==> src/rtl/ham_pkg.sv <==
// rtl/ham_pkg.sv - shared widths, syndrome codes, FSM states and syndrome helper for ham_rx_ctrl
package ham_pkg;
    localparam int CW_W      = 14;
    localparam int PCM_W     = 8;
    localparam int NIB_CW_W  = 7;
    localparam int CNT_W     = 16;
    localparam int BIT_CNT_W = $clog2(CW_W);

    localparam logic [2:0] SYN_D3 = 3'b111;
    localparam logic [2:0] SYN_D2 = 3'b110;
    localparam logic [2:0] SYN_D1 = 3'b101;
    localparam logic [2:0] SYN_D0 = 3'b011;
    localparam logic [2:0] SYN_P2 = 3'b100;
    localparam logic [2:0] SYN_P1 = 3'b010;
    localparam logic [2:0] SYN_P0 = 3'b001;

    typedef enum logic [1:0] {IDLE, SHIFT, DECODE, HOLD} rx_state_t;

    // Half-codeword layout: [6:3] = d3..d0, [2:0] = p2..p0
    function automatic logic [2:0] ham_syn7(input logic [NIB_CW_W-1:0] cw);
        logic [2:0] syn;
        syn[2] = cw[2] ^ cw[6] ^ cw[5] ^ cw[4];
        syn[1] = cw[1] ^ cw[6] ^ cw[5] ^ cw[3];
        syn[0] = cw[0] ^ cw[6] ^ cw[4] ^ cw[3];
        return syn;
    endfunction

    function automatic logic syn_is_data(input logic [2:0] syn);
        return (syn == SYN_D3) || (syn == SYN_D2) || (syn == SYN_D1) || (syn == SYN_D0);
    endfunction
endpackage

==> src/rtl/ham_rx_ctrl_decode.sv <==
// rtl/ham_rx_ctrl_decode.sv - combinational (7,4)x2 Hamming decoder, single-bit correction per half
module ham_rx_ctrl_decode
    import ham_pkg::*;
(
    input  logic [CW_W-1:0]  cw,
    output logic [PCM_W-1:0] data
);
    function automatic logic [3:0] fix7(input logic [NIB_CW_W-1:0] half);
        logic [3:0] flip;
        case (ham_syn7(half))
            SYN_D3:                         flip = 4'b1000;
            SYN_D2:                         flip = 4'b0100;
            SYN_D1:                         flip = 4'b0010;
            SYN_D0:                         flip = 4'b0001;
            SYN_P2, SYN_P1, SYN_P0, 3'b000: flip = 4'b0000;
            default:                        flip = 4'b0000;
        endcase
        return half[6:3] ^ flip;
    endfunction

    assign data = {fix7(cw[CW_W-1:NIB_CW_W]), fix7(cw[NIB_CW_W-1:0])};
endmodule

==> src/rtl/ham_rx_ctrl.sv <==
// rtl/ham_rx_ctrl.sv - Hamming receive frame controller; define HAM_RX_ERR_CNT_EN to enable err_cnt
module ham_rx_ctrl
    import ham_pkg::*;
(
    input  logic             clk,
    input  logic             rst_n,
    input  logic             bit_in,
    input  logic             bit_vld,
    input  logic             frm_sync,
    output logic [PCM_W-1:0] pcm_data,
    output logic             pcm_vld,
    input  logic             pcm_rdy,
    output logic             pcm_corr,
    output logic             ovf,
    output logic             sync_slip,
    output logic [CNT_W-1:0] err_cnt
);
    rx_state_t            state, state_nxt;
    logic [CW_W-2:0]      shift_reg;
    logic [BIT_CNT_W-1:0] bit_cnt;
    logic [CW_W-1:0]      cap_reg;
    logic [PCM_W-1:0]     dec_data;
    logic                 bit_take, word_done, word_take, slip, dec_corr;

    assign bit_take  = bit_vld && (state != IDLE || frm_sync);
    assign slip      = bit_take && frm_sync && (bit_cnt != '0);
    assign word_done = bit_take && !frm_sync && (bit_cnt == BIT_CNT_W'(CW_W - 1));
    // A finished word is only kept if the capture register is free or being drained now
    assign word_take = word_done && (state == SHIFT || (state == HOLD && pcm_rdy));
    assign dec_corr  = syn_is_data(ham_syn7(cap_reg[CW_W-1:NIB_CW_W])) ||
                       syn_is_data(ham_syn7(cap_reg[NIB_CW_W-1:0]));

    ham_rx_ctrl_decode u_decode (
        .cw   (cap_reg),
        .data (dec_data)
    );

    always_ff @(posedge clk or negedge rst_n) begin
        if (!rst_n) begin
            state <= IDLE;
        end else begin
            state <= state_nxt;
        end
    end

    always_comb begin
        state_nxt = state;
        pcm_vld   = 1'b0;
        case (state)
            IDLE:   if (bit_vld && frm_sync) state_nxt = SHIFT;
            SHIFT:  if (word_take) state_nxt = DECODE;
            DECODE: state_nxt = HOLD;
            HOLD: begin
                pcm_vld = 1'b1;
                if (word_take)    state_nxt = DECODE;
                else if (pcm_rdy) state_nxt = SHIFT;
            end
            default: state_nxt = IDLE;
        endcase
    end

    always_ff @(posedge clk or negedge rst_n) begin
        if (!rst_n) begin
            shift_reg <= '0;
            bit_cnt   <= '0;
            cap_reg   <= '0;
            pcm_data  <= '0;
            pcm_corr  <= 1'b0;
            ovf       <= 1'b0;
            sync_slip <= 1'b0;
        end else begin
            // The counter alone decides where a word starts, so the shifter never needs clearing
            if (bit_take) begin
                shift_reg <= {shift_reg[CW_W-3:0], bit_in};
                if (frm_sync)
                    bit_cnt <= BIT_CNT_W'(1);
                else if (word_done)
                    bit_cnt <= '0;
                else
                    bit_cnt <= bit_cnt + 1'b1;
            end
            if (word_take)
                cap_reg <= {shift_reg, bit_in};
            if (state == DECODE) begin
                pcm_data <= dec_data;
                pcm_corr <= dec_corr;
            end
            if (word_done && state == HOLD && !pcm_rdy)
                ovf <= 1'b1;
            sync_slip <= slip;
        end
    end

`ifdef HAM_RX_ERR_CNT_EN
    always_ff @(posedge clk or negedge rst_n) begin
        if (!rst_n) begin
            err_cnt <= '0;
        end else if (pcm_vld && pcm_rdy && pcm_corr && err_cnt != '1) begin
            err_cnt <= err_cnt + 1'b1;
        end
    end
`else
    assign err_cnt = '0;
`endif
endmodule

==> config.mk <==
export PLATFORM = sky130hd
export DESIGN_NAME = ham_rx_ctrl
export DESIGN_NICKNAME = d
export VERILOG_FILES = /design/src/rtl/ham_pkg.sv /design/src/rtl/ham_rx_ctrl_decode.sv /design/src/rtl/ham_rx_ctrl.sv
export SDC_FILE = /design/constraint.sdc
export NUM_CORES = 1
export LEC_CHECK = 0
export CAP_MARGIN = 20
export CELL_PAD_IN_SITES_DETAIL_PLACEMENT = 1
export CELL_PAD_IN_SITES_GLOBAL_PLACEMENT = 2
export CORE_MARGIN = 2
export CORE_UTILIZATION = 32
export DETAILED_ROUTE_END_ITERATION = 6
export GPL_TIMING_DRIVEN = 0
export PLACE_DENSITY = 0.82
export SLEW_MARGIN = 20
export SYNTH_ARGS = -nofsm -noshare
export SYNTH_HDL_FRONTEND = slang
export SYNTH_SLANG_ARGS = --single-unit
==> constraint.sdc <==
create_clock -name clk -period 2.1 [get_ports clk]
set_clock_uncertainty 0.2 [all_clocks]
set_input_delay 0.42 -clock clk [delete_from_list [all_inputs] [get_ports clk]]
set_output_delay 0.42 -clock clk [all_outputs]
set_load 0.01 [all_outputs]
# Yosys cells after proc, flatten, opt, wreduce, memory -nomap -nowiden

Memory sizes are Yosys's and may differ from the RTL's.
Cells that the tools add are included.
Widths: inputs -> output; s select.

Equal/unequal tests: 15
Bitwise gates (word level): 20
Reduce and logical (&&, ||, !) cells: 25
Mux-type cells: 8
Add/subtract/negate cells: 1

Operators with widths:

| cell                | number |
|---|---|
| $eq 3x3->1 const B  | 6 |
| $xor 1x1->1         | 18 |
| $logic_and 1x1->1   | 10 |
| $logic_or 1x1->1    | 9 |
| $mux 2              | 4 |
| $mux 4              | 2 |
| $pmux 2 s4          | 1 |
| $xor 4x4->4         | 2 |
| $eq 3x2->1 const B  | 2 |
| $add 4x1->4 const B | 1 |
| $eq 2x2->1 const B  | 2 |
| $eq 4x4->1 const B  | 1 |
| $ne 2x2->1 const B  | 2 |
| $reduce_bool 4->1   | 1 |
| $ne 3x3->1 const B  | 1 |
| $reduce_and 3->1    | 1 |
| $eq 2x1->1 const B  | 1 |
| $logic_not 1->1     | 2 |
| $logic_not 2->1     | 1 |
| $reduce_bool 2->1   | 1 |
| $mux 1              | 1 |

Memories kept: 2
Bits in read-only memories: 64
Output and inout port bits: 28
Bits in registers: 44
Logic and storage cells: 79

Memory list:

| memory          | words | bits a word | rd ports | clocked after Yosys merged registers in | write ports | RTL line                 | RTL |
|---|---|---|---|---|---|---|---|
| (no name shown) | 8     | 4           | 1        | 0                                       | 0           | ham_rx_ctrl_decode.sv:10 | `case (ham_syn7(half))` |
| (no name shown) | 8     | 4           | 1        | 0                                       | 0           | ham_rx_ctrl_decode.sv:10 |  |

# Depth between registers and ports, before layout

Depth after elaboration: 8
Gate-level depth with buffers: 7
Mapped depth without buffers: 7

# Cells and area by module

A second synthesis with hierarchy kept.

Cell total of the unflattened synthesis: 260
Area total of the unflattened synthesis: 2763.9 um^2

Modules (own cells, without submodules):

| module             | area each (um^2) | seq. area each (um^2) | cells an instance | instances |
|---|---|---|---|---|
| ham_rx_ctrl        | 2132.0           | 1101.1                | 165               | 1 |
| ham_rx_ctrl_decode | 631.9            | 0.0                   | 95                | 1 |

# Least setup slack after synthesis

No wires, ideal clock.

Path type: flip-flop to flip-flop
Start: register bit_cnt[1]
End: register cap_reg[10]
Clock period less this slack: 2.025 ns
Data required time: 1.775 ns
Slack: 0.075 ns
Path buffers: 1
Arrival: 1.700 ns
Stages on the path, launching flop included: 7
Cells stage by stage: dfrtp_1 > inv_1 > ha_1 > nand3_1 > nor4_4 > buf_4 > mux2_2

Longest elaborated chain between the ends: 3

Ends and longest elaborated chain:

| what                   | RTL line          | RTL |
|---|---|---|
| from (decl)            | ham_rx_ctrl.sv:20 | `logic [BIT_CNT_W-1:0] bit_cnt;` |
| from (signal assigned) | ham_rx_ctrl.sv:80 | `bit_cnt <= bit_cnt + 1'b1;` |
| $eq 4x4->1             | ham_rx_ctrl.sv:27 | `assign word_done = bit_take && !frm_sync && (bit_cnt == BIT_CNT_W'(CW_W - 1));` |
| $logic_and 1x1->1      | ham_rx_ctrl.sv:27 |  |
| $logic_and 1x1->1      | ham_rx_ctrl.sv:29 | `assign word_take = word_done && (state == SHIFT \|\| (state == HOLD && pcm_rdy));` |
| to (signal assigned)   | ham_rx_ctrl.sv:83 | `cap_reg <= {shift_reg, bit_in};` |
| to (decl)              | ham_rx_ctrl.sv:21 | `logic [CW_W-1:0] cap_reg;` |

No other way between the ends.
A chain may end at the register's enable or synchronous reset.

# Worst setup path in the final report

Start: register state[1]
End: output pcm_vld

Longest elaborated chain between the ends: 2

Ends and longest elaborated chain:

| what                   | RTL line          | RTL |
|---|---|---|
| from (decl)            | ham_rx_ctrl.sv:18 | `rx_state_t state, state_nxt;` |
| from (signal assigned) | ham_rx_ctrl.sv:42 | `state <= state_nxt;` |
| $eq 2x2->1             | ham_rx_ctrl.sv:49 | `case (state)` |
| $mux 1                 | ham_rx_ctrl.sv:49 |  |
| to (decl)              | ham_rx_ctrl.sv:11 | `output logic pcm_vld,` |

No other way between the ends.

==> results.md <==
- Initial core utilization: 0.3281
- CTS tree: done
- Combinational Power Share: 0.123
- DR WL/cell: 11.65 um
- Worst reg2reg endpoint: shift_reg[11]
- Pwr/cell area: roughly 710 mW/mm2
- Worst Path Buf+Inv: 1
- Final Cycle Share: 0.9577
- Nets: 237
- Via Count: about 1400
- CP peak stage delay: roughly 0.53 ns
- Top cells by area, synth: dfrtp_1 50%, mux2_2 14%, xnor2_1 6.7%
- First-pass GRT wire length: 6.348 mm
- Max FFs per register: 14
- Post-synth ARST share: 1.000
- Drt via density: between 4 and 5
- Worst reg-to-reg setup slack: 0.13 ns
- Post-DRT Antenna Nets: 0
- Post-layout minimum cycle time: between 2 and 2.5 ns
- Commonest cells in the netlist: 44 x dfrtp_1, 27 x mux2_2, 17 x buf_4, 17 x xnor2_1, 15 x nand2_1
- I/O pins: 34
- Number of global-route vias before repair: approximately 1400
- Initial antenna violation count: 0
- Reg power frac: 0.533
- Pint: 1.454 mW
- Design Power: slightly below 2 mW
- Count of cell types in the netlist: 34
- Psw: 477.6 uW
- DRC violations left: 0
- Clock transition at path regs: 0.09 ns
- Critical Setup Path Class: reg2out
- Pleak: 1.247 nW
- Die Span Y: about 87 um
- CTS root buf: clkbuf_8
- Layout cells sized above 1: 0.3013
- Drt first pass iters: 2
- Die width: a little under 90 um
- Worst setup EP type: primary output
- IO Port Bufs: 17
- Hold Crit Class: reg2reg
- Core Rows: 30
- Fin. max-slew vios: 0
- Syn Area/Cell: about 12 um2
- Max VDD drop: 241.4 uV
- Grt total ovfl: 0
- Critical Path Fanout Max: 6
- Total core area: 0.006756 mm2
- Final HPWL from detailed placement: 2.754 mm
- CP max-delay cell: clkdlybuf4s50_1
- R2R depth: 4
- EDFF count, synth: 0
- Hold Fails Final Rpt: 0
- WP data required: 1.48 ns
- Die area: 0.007610 mm2
- Nature of the critical path startpoint: flop
- Top-count cell post-synth: dfrtp_1
- Synth Register Bits: 44
- Setup total negative slack: 0 ns
- Placed cell area: 0.002566 mm2
- Status: finished, final reports clean
- # diodes: 0
- Worst-margin pin slew: 0.5974 ns
- Worst-skew pair later-pin latency: approximately 0.3 ns
- Top FF cell, synth: dfrtp_1
- Syn Std Cell Area: 0.002217 mm2
- Largest delay contributor family on the critical path: buffers and inverters
- Ys Warns: 0
- Fmax: approximately 0.5 GHz
- Final wirelength: 3.601 mm
- CP cell instances: and2_1, clkdlybuf4s50_1
- Global-route usage over all layers: 0.1080
- Yosys top cell area share: 0.4966
- Initial DRC Count: 36
- Critical Path AT: between 1 and 1.5 ns
- Max-Cap Viols: 0
- Cell taking the most area after synthesis: dfrtp_1
- Post-Synthesis Cells: 186
- RSZ-0062 raised after global routing: no
- RD Place Congestion: 0.7420
- Net Sw Frac: 0.2473
- Num CTS Buffers: 5
- Critical Path End: pcm_vld
- H-Tree Depth: 2
- Seq/Total Area, Yosys: 0.4966
- Power share of the clock group: 0.344
- CP Launch Point: state[1]
- Area grow syn2layout: 23.08%
- CTS Buffer Depth: 2
- Fill count: 743
- Final Cell Area: 0.002729 mm2
- Final setup vio count: 0
- Slew Limit Headroom: 0.6017
- Largest net degree at the start of global routing: 25
- Crit path depth: 2
- Worst flop-to-flop path startpoint: state[1]
- CTS Sinks: 44
cells by family after synthesis:
group / synth area share
adders and majority gates: 0.01693
DFF: 0.4966
buffers and inverters: 0.06997
other: 0.001691
muxes: 0.1371
xor gates and xnor gates: 0.1157
and+or+nand+nor: 0.09932
AOI/OAI and AO/OA: 0.06264
power by group through the flow:
stage	Clock (mW)	Combinational, mW	Sequential (mW)
floorplan	0	0.176	1.02
global placement	0	0.221	1.05
detailed placement	0	0.237	1.05
CTS	0.689	0.240	1.03
global route	0.726	0.269	1.05
finish	0.664	0.238	1.03
how the worst min path moves through the flow:
stage,from,endpoint,cells past startpoint
final,ovf,ovf,1
after global routing,ovf,ovf,1
after CTS,ovf,ovf,1
after detailed placement,ovf,ovf,1
after global placement,ovf,ovf,1
after floorplan,rst_n,bit_cnt[0],0
layer usage:
metal	routed length [um]	part of all wire	vias up	global-route usage
met5	0	0	-	0
met4	70	0.019	0	0.05455
met3	114	0.032	5	0.02559
met2	1805	0.50	24	0.1777
met1	1610	0.45	674	0.1321
li1	-	-	677	-
layout make-up:
class	count	area (um2)	share of cell area
Buffer	19	142.6	0.05227
Clock buffer	5	68.82	0.02522
Clock inverter	3	47.55	0.01742
Inverter	5	18.77	0.006878
Multi-Input combinational cell	133	1040	0.3810
Sequential cell	44	1101	0.4035
Tap cell	80	100.1	0.03668
Timing Repair Buffer	20	210.2	0.07703
worst reg2reg max path, cell delays in order (launching register included):
cell and delay (ns):
dfrtp_1 0.43, or2_2 0.36, o21ai_4 0.26, buf_4 0.25, mux2_2 0.35
repair_timing:
item / in CTS / in global routing
hold buffers: 1 / 0
buffers inserted: 1 / 0
pin swaps: 1 / 0
gates resized for setup: 1 / 5
endpoints found under the hold margin: 23 / 0
endpoints found under the setup margin: 17 / 18
cell usage in the layout, fill, tap and decap left out, types with 2 or more instances in the layout:
| master | count |
|---|---|
| buf_4 | 18 |
| clkinv_4 | 2 |
| mux2_2 | 27 |
| nor3_1 | 4 |
| clkdlybuf4s50_1 | 16 |
| xor2_1 | 3 |
| o21ai_1 | 5 |
| a21oi_1 | 4 |
| a21o_1 | 4 |
| inv_1 | 5 |
| conb_1 | 16 |
| nor3b_2 | 2 |
| xnor2_2 | 5 |
| ha_1 | 3 |
| nand3_1 | 3 |
| nor3b_1 | 3 |
| o21ai_0 | 5 |
| xnor2_1 | 16 |
| dfrtp_1 | 44 |
| or2_2 | 2 |
| nor2_1 | 4 |
| clkbuf_8 | 5 |
| nand2_1 | 15 |
through the flow:
step                utilization  std cells  setup WS [ns]  hold slack, ns
floorplan                     -        201        0.07503        -0.07559
global placement         0.3765        298        -0.7877          0.2431
detailed placement       0.3798        299        -0.4318          0.2431
CTS                      0.4007        309        0.03870          0.2654
global route             0.4039        309        0.02189          0.2823
finish                   0.4039        309        0.08875          0.2599
Power figures use the tool's default switching activity.
